$ cat src/rtl/sysid_pkg.sv
// Shared types and constants for the system-ID boot checker.
package sysid_pkg;

   typedef enum logic [2:0] {
      IDLE,
      ID_REQ,
      ID_WAIT,
      TS_REQ,
      TS_WAIT,
      DONE
   } state_e;

   localparam logic ADDR_ID = 1'b0;
   localparam logic ADDR_TS = 1'b1;
   localparam int   TMO_W   = 16;

   // A check is in flight in any request or wait state.
   function automatic logic is_active(input state_e s);
      return (s == ID_REQ) || (s == ID_WAIT) || (s == TS_REQ) || (s == TS_WAIT);
   endfunction

endpackage

$ cat src/rtl/sysid_checker_if.sv
// Avalon-MM read-only link between the checker (master) and the system-ID slave.
interface sysid_checker_if;

   logic        avm_address;
   logic        avm_read;
   logic [31:0] avm_readdata;
   logic        avm_waitrequest;
   logic        avm_readdatavalid;

   modport master (
      output avm_address, avm_read,
      input  avm_readdata, avm_waitrequest, avm_readdatavalid
   );

   modport slave (
      input  avm_address, avm_read,
      output avm_readdata, avm_waitrequest, avm_readdatavalid
   );

endinterface

$ cat src/rtl/avalon_read_ctrl.sv
// Single-word Avalon-MM read engine: request/acceptance, data qualification and per-transaction timeout.
module avalon_read_ctrl
   import sysid_pkg::*;
#(
   parameter bit USE_READDATAVALID = 1'b0,
   parameter int TIMEOUT_CYCLES    = 255
) (
   input  logic            clock,
   input  logic            reset,
   input  logic            req,
   input  logic            waiting,
   input  logic            address,
   sysid_checker_if.master avm,
   output logic            accepted,
   output logic            data_valid,
   output logic            timed_out,
   output logic [31:0]     data
);

   logic [TMO_W-1:0] count;
   logic             active;

   assign active          = req | waiting;
   assign avm.avm_read    = req;
   assign avm.avm_address = address;
   assign accepted        = req & ~avm.avm_waitrequest;
   assign data            = avm.avm_readdata;

   // Fixed-latency slaves present data in the acceptance cycle; pipelined ones only while we wait.
   assign data_valid = USE_READDATAVALID ? (waiting & avm.avm_readdatavalid) : accepted;

   // A capture on the last allowed cycle still counts as success.
   assign timed_out = active & ~data_valid & (count == TMO_W'(TIMEOUT_CYCLES - 1));

   // NOTE: state registers use non-blocking assignment so every flop samples pre-edge values.
   always_ff @(posedge clock) begin
      if (reset || !active || data_valid || timed_out) begin
         count <= '0;
      end else begin
         count <= count + 1'b1;
      end
   end

endmodule

$ cat src/flat_wrapper.sv
// flat-port wrapper written by rule: the top's interface ports become plain ports
module avalon_read_ctrl_flat import sysid_pkg::*;
#(
   parameter bit USE_READDATAVALID = 1'b0,
   parameter int TIMEOUT_CYCLES    = 255
)
  (clock, reset, req, waiting, address, accepted, data_valid, timed_out, data, avm_avm_address, avm_avm_read, avm_avm_readdata, avm_avm_waitrequest, avm_avm_readdatavalid);
  sysid_checker_if avm_i ();
  input  logic clock;
  input  logic reset;
  input  logic req;
  input  logic waiting;
  input  logic address;
  output logic accepted;
  output logic data_valid;
  output logic timed_out;
  output logic [31:0] data;
  output wire logic [$bits(avm_i.avm_address)-1:0] avm_avm_address;
  output wire logic [$bits(avm_i.avm_read)-1:0] avm_avm_read;
  input wire logic [$bits(avm_i.avm_readdata)-1:0] avm_avm_readdata;
  input wire logic [$bits(avm_i.avm_waitrequest)-1:0] avm_avm_waitrequest;
  input wire logic [$bits(avm_i.avm_readdatavalid)-1:0] avm_avm_readdatavalid;
  assign avm_avm_address = avm_i.avm_address;
  assign avm_avm_read = avm_i.avm_read;
  assign avm_i.avm_readdata = avm_avm_readdata;
  assign avm_i.avm_waitrequest = avm_avm_waitrequest;
  assign avm_i.avm_readdatavalid = avm_avm_readdatavalid;
  avalon_read_ctrl #(.USE_READDATAVALID(USE_READDATAVALID), .TIMEOUT_CYCLES(TIMEOUT_CYCLES)) u_core (.clock(clock), .reset(reset), .req(req), .waiting(waiting), .address(address), .avm(avm_i), .accepted(accepted), .data_valid(data_valid), .timed_out(timed_out), .data(data));
endmodule
$ cat config.mk
export PLATFORM = sky130hd
export DESIGN_NAME = avalon_read_ctrl_flat
export DESIGN_NICKNAME = d
export VERILOG_FILES = /design/src/rtl/sysid_pkg.sv /design/src/rtl/sysid_checker_if.sv /design/src/rtl/avalon_read_ctrl.sv /design/src/flat_wrapper.sv
export SDC_FILE = /design/constraint.sdc
export NUM_CORES = 1
export LEC_CHECK = 0
export CAP_MARGIN = 10
export CORE_MARGIN = 5
export CORE_UTILIZATION = 34
export CTS_BUF_LIST = sky130_fd_sc_hd__clkbuf_8
export CTS_CLUSTER_SIZE = 12
export DETAILED_ROUTE_END_ITERATION = 10
export PLACE_DENSITY = 0.81
export SLEW_MARGIN = 0
export SYNTH_ARGS = -nofsm -noshare
export SYNTH_HDL_FRONTEND = slang
export SYNTH_SLANG_ARGS = --single-unit
export TNS_END_PERCENT = 30
$ cat constraint.sdc
create_clock -name clock -period 1.45 [get_ports clock]
set_input_delay 0.145 -clock clock [delete_from_list [all_inputs] [get_ports clock]]
set_output_delay 0.145 -clock clock [all_outputs]
set_load 0.03 [all_outputs]
==> summary.md <==
| Metric | Value |
|---|---|
| Mapped Nets | `160` |
| Core Box Area | `between 2000 and 3000 µm²` |
| Yosys cell types | `18` |
| DRC | `0` |
| Commonest non-fill, non-tap cell in the layout | `nor2_1` |
| H-tree levels | `1` |
| Failing checks | `negative setup slack` |
| Post-synth EDFFs | `0` |
| Element type at the critical path end | `output pin` |
| Vias per inst | `about 5.1` |
| Sequential fraction of design power | `0.537` |
| Period utilization | `1.03` |
| Met2 wire len | `827 µm` |
| Cell Chain, Critical Path | `ha_4, nor4b_4, nand4b_1, nor2_1, buf_4` |
| Largest regs | `u_core.count x16` |
| Critical path required time | `1310 ps` |
| CTS tree | `done` |
| Comb power frac | `0.081` |
| Worst Setup Slack, final | `-46.5 ps` |
| Avg WL per Cell | `~13 µm` |
| Top post-synthesis cells by area | `dfxtp_1, buf_4, xnor2_1` |
| Fin util | `0.365` |
| Gpl congestion | `between 0.7 and 0.8` |
| Max Slew Vio Count | `0` |
| VDD IR max | `a little over 0.0006 V` |
| Worst EP arrival | `about 1400 ps` |
| Cell accounting for the most synthesized area | `dfxtp_1` |
| Outcome | `finished with violations` |
| P_leak | `~0.31 nW` |
| Register area share after synthesis | `0.321` |
| Met3 routed WL | `approximately 250 µm` |
| Synthesized area | `between 900 and 1000 µm²` |
| Max reg flops | `16` |
| Grt ovf | `0` |
| Slowest stage delay, CP | `between 300 and 400 ps` |
| Die height | `~64 µm` |
| Metal-1 WL | `~600 µm` |
| Clock root buffer | `clkbuf_8` |
| Rel. slew slack | `0.810` |
| Top_reg_cell synth | `dfxtp_1` |
| Average size of a mapped cell | `roughly 8.4 µm²` |
| Initial Util | `0.359` |
| Period minus WS final | `~1500 ps` |
| Most frequent cells in the layout | `nor2_1, xnor2_1, buf_4, dfxtp_2, dfxtp_1` |
| Reg clk slew, reported paths | `60 ps` |
| Hold_buf cts | `0` |
| Clk pwr share | `0.382` |
| FF+latch count, synth | `16` |
| Detailed Place HPWL | `about 1200 µm` |
| Synth warn | `0` |
| Slowest-stage cell, CP | `dfxtp_2` |
| Full die area | `~4000 µm²` |
| Top Layer Used | `met4` |
| CP max FO | `2` |
| Top-area cell type share of the netlist area | `0.321` |
| Vias in the first global route | `644` |
| Mapped Cells | `119` |
| Int Power | `around 0.66 mW` |
| Final nets | `~140` |
| Setup TNS | `-46.5 ps` |
| CTS Buf Count | `3` |
| Largest net degree at the start of global routing | `17` |
| Diode count | `0` |
| Ports | `76` |
| Worst Path Class, Setup | `flop to output pin` |
| Num Clock Sinks | `16` |
| CTS max path bufs | `2` |
| WL final | `1730 µm` |
| Global-route wire length before repair | `between 2000 and 3000 µm` |
| Worst-margin pin slew | `between 200 and 300 ps` |
| Final instance area | `1020 µm²` |
| Post-route ant nets | `0` |
| Tot Pwr | `about 0.83 mW` |
| Row Count | `19` |
| Die Wd | `roughly 64 µm` |
| Total track usage | `0.0860` |
| Placement Cell Area | `872 µm²` |
| P_sw | `between 0.15 and 0.2 mW` |
| Crit path launch type | `flop` |
| Hold Vio Cnt, Final | `0` |
| DR vias | `659` |
| Sw Share | `0.205` |
| DR iter-0 viols | `7` |
| Layout area overhead | `1.75%` |
| Clk Latency, worst-skew pair | `around 240 ps` |
| Power Density | `between 800 and 900 nW/µm²` |
| Initial antenna violation count | `0` |
| PortBufs | `8` |
| Asr flop ratio synth | `0` |
| Drt pass-1 iters | `4` |
| Fmax | `between 600 and 700 MHz` |
| Finish-stage setup viols | `1` |
| HP Class | `input pin to output pin` |
| Unrepaired setup endpoints after global routing | `true` |
| Post-Route Skew | `around 1.6 ps` |
| Layout cells sized above 1 | `0.323` |
| Largest Register | `u_core.count` |
| Maxcap violations | `0` |
[power by group through the flow]
stage	sequential [mW]	combinational (mW)	clock (mW)
finish	0.447	0.0673	0.319
global route	0.447	0.0734	0.361
CTS	0.446	0.0670	0.330
detailed placement	0.457	0.0563	0
global placement	0.456	0.0546	0
floorplan	0.456	0.202	0
[layout make-up]
cell class,instances,area [µm²]
multi-input combinational,64,474
timing repair buffer,13,120
inverter,3,11.3
fill,289,1770
tap,31,38.8
sequential,16,330
clock buffer,3,41.3
[synth_stat cells (2+ instances only)]
master and n:
ha_1 2, nand2_1 5, nand4_1 2, xnor2_1 13
inv_1 3, nor2_1 22, buf_4 36, nand3_1 5
dfxtp_1 16, nor4_1 4, nor3_1 4
[metal layers]
layer / GRT usage / up-vias
met2: 0.138 / 35
met3: 0.0560 / 16
met1: 0.0914 / 297
met4: 0.0280 / 0
li1: - / 311
met5: 0 / -
[cell families after synthesis]
| logic type | Yosys count | synth area share |
|---|---|---|
| simple gates | 47 | 0.239 |
| xor+xnor | 14 | 0.123 |
| mux | 1 | 0.0100 |
| buf+inv | 39 | 0.282 |
| flops | 16 | 0.321 |
| fa+ha+maj | 2 | 0.0251 |
[worst paths after layout]
| check | to | slack, ps | cells past startpoint | startpoint |
|---|---|---|---|---|
| max | timed_out | -50 | 5 | u_core.count[1] |
| min reg2reg | u_core.count[0] | 520 | 2 | u_core.count[0] |
| max reg2reg | u_core.count[5] | 80 | 6 | u_core.count[1] |
| min | data[10] | 290 | 0 | avm_avm_readdata[10] |
[what timing repair did]
item,in CTS,in global routing
resized for setup,13,9
setup endpoints to repair,1,7
hold endpoints to repair,0,0
buffers inserted,2,0
gates cloned,0,0
pin swaps,4,7
[stage by stage]
step / hold WS (ps) / instances / worst slack [ps]
2_1_floorplan: 407 / 119 / 38.8
3_3_place_gp: 290 / 125 / 82.1
3_5_place_dp: 290 / 125 / 32.6
4_1_cts: 290 / 130 / -65.6
5_1_grt: 290 / 130 / -150
6_report: 290 / 130 / -46.5
[worst max-delay path, delay by kind of cell (launching register included)]
family | cells | cell delay (ps)
buffers and inverters | 1 | 170
DFF | 1 | 360
and+or+nand+nor | 3 | 440
adders and majority gates | 1 | 140
No activity file was read; power rests on OpenSTA's default activity.
